**config.mk**
```make
export PLATFORM = sky130hd
export DESIGN_NAME = ascon_sub_layer_ctrl
export DESIGN_NICKNAME = d
export VERILOG_FILES = /design/src/rtl/ascon_sub_layer_ctrl.sv
export SDC_FILE = /design/constraint.sdc
export NUM_CORES = 1
export LEC_CHECK = 0
export BUFFER_PORTS_ARGS = -buffer_cell sky130_fd_sc_hd__clkbuf_2
export CAP_MARGIN = 40
export CORE_AREA = 2 2 248 250
export CTS_BUF_LIST = sky130_fd_sc_hd__clkbuf_2
export DETAILED_ROUTE_END_ITERATION = 6
export DIE_AREA = 0 0 250 252
export SETUP_SLACK_MARGIN = 0.1
export SYNTH_ARGS = -nofsm -noshare
export SYNTH_HDL_FRONTEND = slang
export SYNTH_SLANG_ARGS = --single-unit
```
**constraint.sdc**
```tcl
create_clock -name clock_i -period 4.4 [get_ports clock_i]
set_input_delay 0.44 -clock clock_i [delete_from_list [all_inputs] [get_ports clock_i]]
set_output_delay 0.44 -clock clock_i [all_outputs]
set_load 0.05 [all_outputs]
```
**src/rtl/ascon_sub_layer_ctrl.sv**
```systemverilog
// ASCON substitution layer sequencer: NB_SBOX sbox columns per cycle.
// x0 occupies state[319:256], x4 state[63:0]; column j = {x0[j],..,x4[j]}.
module ascon_sub_layer_ctrl #(
    parameter int NB_SBOX = 8
) (
    input  logic         clock_i,
    input  logic         resetb_i,
    input  logic         start_i,
    input  logic [319:0] state_i,
    output logic         ready_o,
    output logic         busy_o,
    output logic         done_o,
    output logic [319:0] state_o
);
    localparam int NB_STEP = 64 / NB_SBOX;
    localparam int CW = (NB_STEP > 1) ? $clog2(NB_STEP) : 1;
    localparam logic [CW-1:0] LAST = CW'(NB_STEP - 1);

    localparam logic [1:0] S_IDLE = 2'd0;
    localparam logic [1:0] S_RUN  = 2'd1;
    localparam logic [1:0] S_DONE = 2'd2;

    localparam logic [4:0] SBOX [32] = '{
        5'h04, 5'h0b, 5'h1f, 5'h14, 5'h1a, 5'h15, 5'h09, 5'h02,
        5'h1b, 5'h05, 5'h08, 5'h12, 5'h1d, 5'h03, 5'h06, 5'h1c,
        5'h1e, 5'h13, 5'h07, 5'h0e, 5'h00, 5'h0d, 5'h11, 5'h18,
        5'h10, 5'h0c, 5'h01, 5'h19, 5'h16, 5'h0a, 5'h0f, 5'h17
    };

    if (NB_SBOX < 1 || NB_SBOX > 64 || (NB_SBOX & (NB_SBOX - 1)) != 0)
    begin : g_bad_nb_sbox
        $error("NB_SBOX must be a power of two in 1..64");
    end

    logic [1:0]    fsm_q;
    logic [CW-1:0] cnt_q;
    logic [319:0]  st_q;
    logic [319:0]  st_sub;
    logic [5:0]    col;
    logic [8:0]    idx;
    logic [4:0]    s_in;
    logic [4:0]    s_out;

    // Substitute the NB_SBOX columns selected by cnt_q; all others pass through.
    always_comb begin
        st_sub = st_q;
        col    = '0;
        idx    = '0;
        s_in   = '0;
        s_out  = '0;
        for (int k = 0; k < NB_SBOX; k++) begin
            col = 6'((int'(cnt_q) * NB_SBOX) + k);
            for (int i = 0; i < 5; i++) begin
                idx         = 9'(64 * (4 - i)) + {3'b000, col};
                s_in[4 - i] = st_q[idx];
            end
            s_out = SBOX[s_in];
            for (int i = 0; i < 5; i++) begin
                idx         = 9'(64 * (4 - i)) + {3'b000, col};
                st_sub[idx] = s_out[4 - i];
            end
        end
    end

    always_ff @(posedge clock_i or negedge resetb_i) begin
        if (!resetb_i) begin
            fsm_q <= S_IDLE;
            cnt_q <= '0;
            st_q  <= '0;
        end else begin
            case (fsm_q)
                S_IDLE: begin
                    if (start_i) begin
                        st_q  <= state_i;
                        cnt_q <= '0;
                        fsm_q <= S_RUN;
                    end
                end
                S_RUN: begin
                    st_q <= st_sub;
                    if (cnt_q == LAST) begin
                        cnt_q <= '0;
                        fsm_q <= S_DONE;
                    end else begin
                        cnt_q <= cnt_q + CW'(1);
                    end
                end
                S_DONE: begin
                    fsm_q <= S_IDLE;
                end
                default: begin
                    fsm_q <= S_IDLE;
                end
            endcase
        end
    end

    assign ready_o = (fsm_q == S_IDLE);
    assign busy_o  = (fsm_q == S_RUN);
    assign done_o  = (fsm_q == S_DONE);
    assign state_o = st_q;

endmodule
```
## Yosys cells after proc, flatten, opt, wreduce, memory -nomap -nowiden

Memories as Yosys holds them, arrays and structs flattened.
Index checks and enable logic that the tools add are counted.

- Bits in registers: 325
- Latch bits: 0
- Bits in writable memories: 0
- ROM bits: 1280
- Bits of input ports: 323
- Output and inout port bits: 323
- Logic and storage cells: 420
- Memories: 8

Memory list:

| memory | words | width | rd ports | clocked after memory_dff | write ports | line | text |
|---|---|---|---|---|---|---|---|
| (name not given) | 32 | 5 | 1 | 0 | 0 | 57 | `s_out = SBOX[s_in];` |
| (name not given) | 32 | 5 | 1 | 0 | 0 | 57 |  |
| (name not given) | 32 | 5 | 1 | 0 | 0 | 57 |  |
| (name not given) | 32 | 5 | 1 | 0 | 0 | 57 |  |
| (name not given) | 32 | 5 | 1 | 0 | 0 | 57 |  |
| (name not given) | 32 | 5 | 1 | 0 | 0 | 57 |  |
| 2 more memories | -- | -- | -- | -- | -- | -- |  |

- Add/sub/neg operators: 40
- $mul: 0
- Div/mod/pow operators: 0
- Magnitude comparators: 88
- Equal/unequal tests: 5
- Shift-type cells: 0
- Muxes and demuxes: 224
- Bitwise operators: 8
- Reductions and logical operators: 44

Operator list:

| operator | count |
|---|---|
| 320-bit bitwise mux | 40 |
| 320-bit case mux with 2 select lines | 1 |
| 320-bit two-way mux | 1 |
| 1-bit binary-select mux with 9-bit select | 32 |
| 1-bit demux with 9-bit select | 32 |
| 9-bit by 10-bit < comparator with 1-bit output, second input constant | 24 |
| 9-bit by 1-bit greater-or-equal comparator with 1-bit output, second input constant | 24 |
| 8-bit by 6-bit adder with 9-bit output, first input constant | 16 |
| 6-bit by 10-bit < comparator with 1-bit output, second input constant | 8 |
| 8-bit by 10-bit < comparator with 1-bit output, second input constant | 8 |
| 1-bit two-way mux | 80 |
| 5-bit two-way mux | 16 |
| 9-bit by 6-bit adder with 9-bit output, first input constant | 8 |
| 7-bit by 6-bit adder with 8-bit output, first input constant | 8 |
| 8-bit by 1-bit greater-or-equal comparator with 1-bit output, second input constant | 8 |
| 6-bit by 1-bit greater-or-equal comparator with 1-bit output, second input constant | 8 |
| 6-bit greater-or-equal comparator, second input constant | 8 |
| 5-bit NOT with 6-bit output | 8 |
| 1-bit binary-select mux with 6-bit select | 7 |
| 1-bit demux with 6-bit select | 7 |
| 1-bit logical AND | 40 |
| 6-bit by 3-bit adder with 6-bit output, second input constant | 4 |
| 6-bit by 2-bit adder with 6-bit output, second input constant | 2 |
| 6-bit by 1-bit adder with 6-bit output, second input constant | 1 |
| other kinds (15) | 18 |

## Depth between registers and ports, before layout

Gate-level depths: netlist of the first run.

- Depth after elaboration: 48
- Gate-level depth with buffers: 14
- Gate-level depth less buffers: 9

## Worst setup path after synthesis of the first run

No wires, ideal clock.

- Kind: register to register
- From: reg cnt_q[1]
- To: reg st_q[199] (netlist: state_o[199])
- Library setup time: 0.138 ns
- Arrival: 2.680 ns
- Data required time: 4.262 ns
- Path slack: 1.582 ns
- Cell stages (with the launch flop): 14
- Path buffers: 4
- Clock period less this slack: 2.818 ns
- Path through: dfrtp_1 -> buf_6 -> buf_6 -> buf_6 -> buf_2 -> mux2i_1 -> o221ai_1 -> a21oi_1 -> inv_1 -> ha_1 -> a21oi_1 -> a32oi_1 -> xor2_2 -> a21oi_1

- Cells in the longest elaborated chain, start to end: 48
- Elaborated cells on any way between the ends: 352
- Classes of those cells: 39 x add/sub; 64 x order compare; 201 x mux; 8 x bitwise; 32 x reduce/logical; 8 x memory

RTL lines:

| element | line | text |
|---|---|---|
| start: declaration | 36 | `logic [CW-1:0] cnt_q;` |
| start signal: assignment | 85 | `cnt_q <= cnt_q + CW'(1);` |
| 9-bit by 6-bit adder with 9-bit output, or another cell as far along | 54, 59 |  |
| 1-bit binary-select mux with 9-bit select | 55 | `s_in[4 - i] = st_q[idx];` |
| 1-bit two-way mux (implied by the code) | 55 |  |
| 5-bit NOT with 6-bit output (implied by the code) | 57 |  |
| memory read 32 x 5 bit | -- |  |
| 5-bit two-way mux (implied by the code) (2 in a row) | 57 |  |
| 320-bit bitwise mux (39 in a row) | 60 | `st_sub[idx] = s_out[4 - i];` |
| 320-bit bitwise mux (*) | 60 |  |
| 320-bit case mux with 2 select lines (*) | 71 | `case (fsm_q)` |
| end signal: assignment | 74 | `st_q <= state_i;` |
| end signal: assignment | 80 | `st_q <= st_sub;` |
| end: declaration | 37 | `logic [319:0] st_q;` |

Every way passes the cells marked *; elsewhere a longest branch is shown, timed or not. The select of a mux whose other input is x is not followed.
A chain may end at the register's enable or synchronous reset.

## Worst setup path after layout of the first run

- From: reg cnt_q[1]
- To: reg st_q[6] (netlist: state_o[6])

Same word-level chain as after synthesis.

==> impl_summary.log, run 1 <==
[metrics] boundary pin count: about 650
[metrics] register clock-pin slew on the reported worst setup and hold paths: around 120 ps
[metrics] FF+latch count, synth: 325
[metrics] number of buffers and inverters on the critical path: 3
[metrics] total setup buffers inserted after CTS: 0
[metrics] worst skew pair latency: approximately 1200 ps
[metrics] router iterations before antenna repair: 7
[metrics] violated checks: DRC
[metrics] Iter 0 DRT Violations: 1995
[metrics] Critical Path Max Stage Delay: 810 ps
[metrics] clock buffers created by TritonCTS: 90
[metrics] per-cell routed wire length: roughly 29 microns
[metrics] vias in the first global route: 21558
[metrics] clock tree root buffer cell: clkbuf_2
[metrics] most frequent cell on the critical path: mux2i_1
[metrics] post-synth cell types: 70
[metrics] vias per inst: about 5.8
[metrics] Worst Setup Start Kind: flip-flop
[metrics] Die Ht: between 200 and 300 microns
[metrics] measured slew at the worst slew-check pin: 952 ps
[metrics] final WL: a little over 100 mm
[metrics] core area: approximately 60000 sq um
[metrics] required arrival time at the worst endpoint: between 5000 and 6000 ps
[metrics] final core utilization: 0.457
[metrics] via total after detailed routing: 20708
[metrics] worst setup timing slack at the placement stage: about 620 ps
[metrics] starting density of the core: 0.286
[metrics] type of the worst min-delay path: input pin to flip-flop
[metrics] fraction of layout cells with a size suffix above 1: 0.354
[metrics] Clock Tree Buf Depth: 3
[metrics] input/output buffers: between 600 and 700
[metrics] GRT overflow: 0
[metrics] number of routed nets with antenna violations: 0
[metrics] share of the synthesized area in the top cell type: 0.473
[metrics] Worst path slowest cell: dfrtp_4
[metrics] Main synth FF type: dfrtp_1
[metrics] run status: finished, violations left
[metrics] WHS: roughly 140 ps
[metrics] Layout area overhead: 59.8%
[metrics] final total negative setup slack: 0 ps
[metrics] Post-synth EDFFs: 0
[metrics] cell family with the largest share of critical-path delay: multiplexers
[metrics] sequential element share of the synthesized area: 0.473
[metrics] xor/xnor share of the synthesized area: 0.0231
[metrics] global-route usage over all layers: 0.317
[metrics] final RePlAce weighted congestion: between 0.9 and 1
[metrics] crit path max fanout: 37
[metrics] HPWL reported at the end of detailed placement: between 60 and 70 mm
[metrics] Critical Path AT: approximately 5000 ps
[metrics] area of the mapped netlist: roughly 17000 sq um
[metrics] DRC violations left: 2
[metrics] number of standard-cell rows in the floorplan: 90
[metrics] synthesized-area fraction occupied by adder cells: 0.0180
[metrics] fraction of registers with async set or reset after synthesis: 1.00
[metrics] Mapped Nets: 1911
[metrics] Synth Instances: between 1500 and 2000
[metrics] antenna violations before repair: 5
[metrics] count of nets after finishing: approximately 3000
[metrics] maximum capacitance violations: 0
[metrics] post-synthesis average cell area: about 11 sq um
[metrics] highest achievable clock rate: roughly 250 MHz
[metrics] headroom to the max-slew limit: 0.364
[metrics] Yosys warning count: 0
[metrics] library cell with the largest summed area after synthesis: dfrtp_1
[metrics] post-route setup slack: between 300 and 400 ps
[metrics] Layout Skew: ~130 ps
[metrics] Hold Violations, Final: 0
[metrics] Synth area leaders: dfrtp_1 (47%), a22oi_1 (12%), mux4_2 (6.2%)
[metrics] first-pass GRT wire length: 145 mm
[metrics] final-report setup violation count: 0
[metrics] simple-gate portion of the synthesized area: 0.0618
[metrics] share of synthesized area spent on multiplexers: 0.117
[metrics] H-tree Lvls: 3
[metrics] cell breakdown of the critical path: buf_4, mux4_2, mux2i_1, inv_1, ha_1, mux2i_1, nor2_1, a31oi_1, dlygate4sd3_1
[metrics] final cycle utilization of the critical path: 0.909
[metrics] category of the most critical setup path: flip-flop to flip-flop
[metrics] setup repair after global routing missed its margin: false
[metrics] number of pins with negative max-slew slack in the final report: 0
[metrics] post-synthesis compound-gate area fraction: 0.268
[metrics] largest family of logic cells by synthesized area: compound AO/OA/AOI/OAI gates
[metrics] clock tree from TritonCTS: yes
[metrics] TritonCTS sink count: about 330
[metrics] floorplan die area: between 60000 and 70000 sq um
[metrics] Die Width: about 250 microns
[metrics] largest net degree at the start of global routing: around 140
[metrics] type of destination of the critical path: flip-flop
[metrics] clock period minus final worst setup slack: around 4000 ps
[tightest hold or removal path, delay by kind of cell]
family | cells | cell delay, ps
AO/OA/AOI/OAI | 2 | 150
buffers and inverters | 2 | 630
[placed cells by master, fill, tap and decap left out, types with 6 or more instances in the layout]
cell,instances
dfrtp_1,322
a22o_1,11
nand3_1,7
o221ai_1,6
o21ai_1,78
a22oi_1,283
nor2_4,8
mux2_2,16
mux2i_4,15
clkinv_2,7
dlygate4sd3_1,512
and3_1,24
a221oi_1,17
xor2_1,8
a21o_1,8
mux4_2,47
nand2_1,72
inv_1,10
mux2i_1,31
clkbuf_2,769
nor2_1,28
ha_1,18
xnor2_2,7
xnor2_1,15
mux2i_2,8
buf_4,46
o21ai_0,199
nor2b_1,9
nand2b_1,12
buf_12,9
a211oi_1,20
nand3b_1,7
a21oi_1,42
nor3_1,6
clkinv_1,19
[sequential cells by signal (all words and copies together), names as in the netlist]
register and flops:
fsm_q 2, cnt_q 3, state_o 320
[through the flow]
| step | cells | area [sq um] |
|---|---|---|
| floorplan | 1570 | 17200 |
| global placement | 2914 | 21400 |
| detailed placement | 2920 | 21400 |
| CTS | 3590 | 27500 |
| global route | 3593 | 27500 |
| finish | 3594 | 27500 |
[routing by layer]
layer | track usage | share of wire
met3 | 0.0721 | 0.091
met1 | 0.377 | 0.37
met2 | 0.525 | 0.48
met5 | 0 | 0.00013
met4 | 0.189 | 0.060
[Yosys cell counts, drive strengths merged (4+ instances only)]
| library cell | count |
|---|---|
| clkbuf | 99 |
| o21ai | 277 |
| buf | 36 |
| a22oi | 283 |
| ha | 18 |
| and2 | 5 |
| and3b | 4 |
| nor2 | 37 |
| o22a | 5 |
| nand2b | 12 |
| a22o | 11 |
| maj3 | 8 |
| xnor2 | 22 |
| dfrtp | 325 |
| nand3b | 7 |
| mux2i | 54 |
| nor3 | 7 |
| or3b | 6 |
| xor2 | 13 |
| mux4 | 47 |
| inv | 14 |
| o221ai | 6 |
| a211oi | 21 |
| mux2 | 17 |
| and3 | 24 |
| or2 | 5 |
| a21o | 9 |
| a21oi | 47 |
| nand2 | 76 |
| nor2b | 13 |
| o22ai | 4 |
| a221oi | 17 |
| nand3 | 11 |
[logic make-up (layout without fill, tap and decap cells)]
logic type,count (synthesis),in the layout
and+or+nand+nor,210,210
buffers and inverters,149,1387
DFF,325,325
muxes,118,118
other,0,4
adders and majority gates,26,26
xor gates and xnor gates,35,35
AOI/OAI and AO/OA,707,707
[final timing paths]
path	start	to	slack, ps	cells after the start
worst max-delay path	cnt_q[1]$_DFFE_PN0P_	state_o[6]$_DFFE_PN0P_	400	9
worst max register to register	cnt_q[1]$_DFFE_PN0P_	state_o[6]$_DFFE_PN0P_	400	9
worst min-delay path	state_i[224]	state_o[224]$_DFFE_PN0P_	140	4
min in group asynchronous	resetb_i	cnt_q[2]$_DFFE_PN0P_	580	4
worst min register to register	state_o[187]$_DFFE_PN0P_	state_o[187]$_DFFE_PN0P_	540	2
max in group asynchronous	resetb_i	state_o[230]$_DFFE_PN0P_	3290	4
[final cells by class]
cell class,count,area (sq um)
fill,5554,32700
antenna,4,10.0
clock inverter,32,238
clock buffer,125,626
timing repair buffer,1216,8930
sequential,325,8140
multi-input combinational,1096,8500
tap,782,978
inverter,14,52.6
[what timing repair did]
action,CTS,global route
endpoints found under the hold margin,624,0
endpoints found under the setup margin,0,1
hold buffers,513,0
gates resized for setup,0,2
Power of run 1 is left out: the tool's default activity adds up to more than one toggle a clock period on the data nets, which glitch-free logic cannot reach.
==> inputs of run 2 (changes only) <==
RECOVER_POWER = 50   (was unset)
==> impl_summary.log, run 2 (synthesis gave the netlist of run 1 again) <==
[metrics] vias in the first global route: 21558
[metrics] violated checks: capacitance limit, slew limit
[metrics] Worst path slowest cell: dfrtp_4
[metrics] Die Ht: approximately 250 microns
[metrics] global-route usage over all layers: 0.317
[metrics] Worst Setup Start Kind: flip-flop
[metrics] setup slack, reg-to-reg: approximately 430 ps
[metrics] highest-count cells in the layout ignoring fill and taps: clkbuf_2 (616), dlygate4sd3_1 (512), dfrtp_1 (322), a22oi_1 (283), o21ai_0 (199)
[metrics] number of pins with negative max-slew slack in the final report: 329
[metrics] clock tree from TritonCTS: yes
[metrics] cell family with the largest share of critical-path delay: multiplexers
[metrics] highest achievable clock rate: 252 MHz
[metrics] global routing's busiest layer: met2
[metrics] final-report setup violation count: 0
[metrics] router iterations before antenna repair: 6
[metrics] Die Width: around 250 microns
[metrics] antenna violations before repair: 5
[metrics] largest net degree at the start of global routing: 144
[metrics] flip-flop count of the largest register, all copies and words added: 320
[metrics] met2 demand-to-capacity share in global routing: 0.525
[metrics] filler instances: roughly 5700
[metrics] required arrival time at the worst endpoint: 5400 ps
[metrics] clock tree root buffer cell: clkbuf_2
[metrics] met3 demand-to-capacity share in global routing: 0.0721
[metrics] number of buffers and inverters on the critical path: 3
[metrics] Critical Path AT: 4980 ps
[metrics] final total negative setup slack: 0 ps
[metrics] input/output buffers: approximately 650
[metrics] Hold Violations, Final: 0
[metrics] starting density of the core: 0.286
[metrics] Layout area overhead: 58.3%
[metrics] number of standard-cell rows in the floorplan: 90
[metrics] headroom to the max-slew limit: -0.786
[metrics] type of the worst min-delay path: input pin to flip-flop
[metrics] total setup buffers inserted after CTS: 0
[metrics] crit path max fanout: 37
[metrics] TritonCTS sink count: ~330
[metrics] via total after detailed routing: between 20000 and 25000
[metrics] final WL: between 100 and 150 mm
[metrics] setup repair after global routing missed its margin: false
[metrics] boundary pin count: approximately 650
[metrics] register clock-pin slew on the reported worst setup and hold paths: 120 ps
[metrics] measured slew at the worst slew-check pin: approximately 2700 ps
[metrics] DRC violations left: 0
[metrics] vias per inst: approximately 5.8
[metrics] commonest non-fill, non-tap cell in the layout: clkbuf_2
[metrics] final RePlAce weighted congestion: 0.920
[metrics] maximum capacitance violations: 4
[metrics] met1 Use GR: 0.377
[metrics] worst skew pair latency: ~1200 ps
[metrics] clock buffers created by TritonCTS: 90
[metrics] GRT overflow: 0
[metrics] count of nets after finishing: about 3000
[metrics] run status: finished, violations left
[metrics] H-tree Lvls: 3
[metrics] core area: 60100 sq um
[metrics] most frequent cell on the critical path: mux2i_1
[metrics] type of destination of the critical path: flip-flop
[metrics] clock period minus final worst setup slack: just under 4000 ps
[metrics] Iter 0 DRT Violations: 1923
[metrics] Layout Skew: 141 ps
[metrics] cell breakdown of the critical path: buf_4, mux4_2, mux2i_1, inv_1, ha_1, mux2i_1, nor2_1, a31oi_1, dlygate4sd3_1
[metrics] floorplan die area: 63000 sq um
[metrics] Critical Path Max Stage Delay: 800 ps
[metrics] HPWL reported at the end of detailed placement: 69.5 mm
[metrics] Clock Tree Buf Depth: 3
[metrics] category of the most critical setup path: flip-flop to flip-flop
[metrics] per-cell routed wire length: between 20 and 30 microns
[metrics] first-pass GRT wire length: between 100 and 150 mm
[metrics] final cycle utilization of the critical path: 0.903
[metrics] number of routed nets with antenna violations: 0
[metrics] fraction of layout cells with a size suffix above 1: 0.297
==> run 2: metrics by stage <==
step,instance area [sq um],hold WS (ps),std cells,setup WS (ps),utilization
after floorplan,17200,144,1570,1580,-
after global placement,21400,511,2914,445,0.356
after detailed placement,21400,522,2920,624,0.357
after CTS,27500,0.111,3590,392,0.457
after global routing,27200,82.4,3593,148,0.453
final,27200,140,3596,428,0.453
==> run 2: routing by layer <==
| layer | share of wire | wire, microns |
|---|---|---|
| met2 | 0.47 | 48800 |
| met4 | 0.060 | 6220 |
| met3 | 0.090 | 9250 |
| met1 | 0.38 | 38800 |
| met5 | 0.00013 | 13 |
==> run 2: worst paths after layout <==
check | startpoint | to | cells after the start
min | state_i[224] | state_o[224]$_DFFE_PN0P_ | 4
max in group asynchronous | resetb_i | cnt_q[0]$_DFFE_PN0P_ | 4
min in group asynchronous | resetb_i | state_o[47]$_DFFE_PN0P_ | 4
max reg2reg | cnt_q[1]$_DFFE_PN0P_ | state_o[6]$_DFFE_PN0P_ | 9
min reg2reg | state_o[187]$_DFFE_PN0P_ | state_o[187]$_DFFE_PN0P_ | 2
max | cnt_q[1]$_DFFE_PN0P_ | state_o[6]$_DFFE_PN0P_ | 9
==> run 2: tightest hold or removal path: cells and delay by family <==
| kind | cells | cell delay [ps] |
|---|---|---|
| buffers and inverters | 2 | 630 |
| AOI/OAI and AO/OA | 2 | 150 |
==> run 2: area by class of cell <==
type                       count  area (sq um)  area share
multi-input combinational   1096          8500       0.312
antenna                        6          15.0    0.000552
tap                          782           978      0.0359
timing repair buffer        1216          8670       0.318
sequential                   325          8140       0.299
inverter                      14          52.6     0.00193
clock buffer                 125           626      0.0230
clock inverter                32           238     0.00873
==> run 2: repair_timing <==
item | CTS | global route
hold endpoints to repair | 624 | 0
resized for setup | 0 | 2
endpoints found under the setup margin | 0 | 1
hold buffers | 513 | 0
Power of run 2 is left out for the same reason.
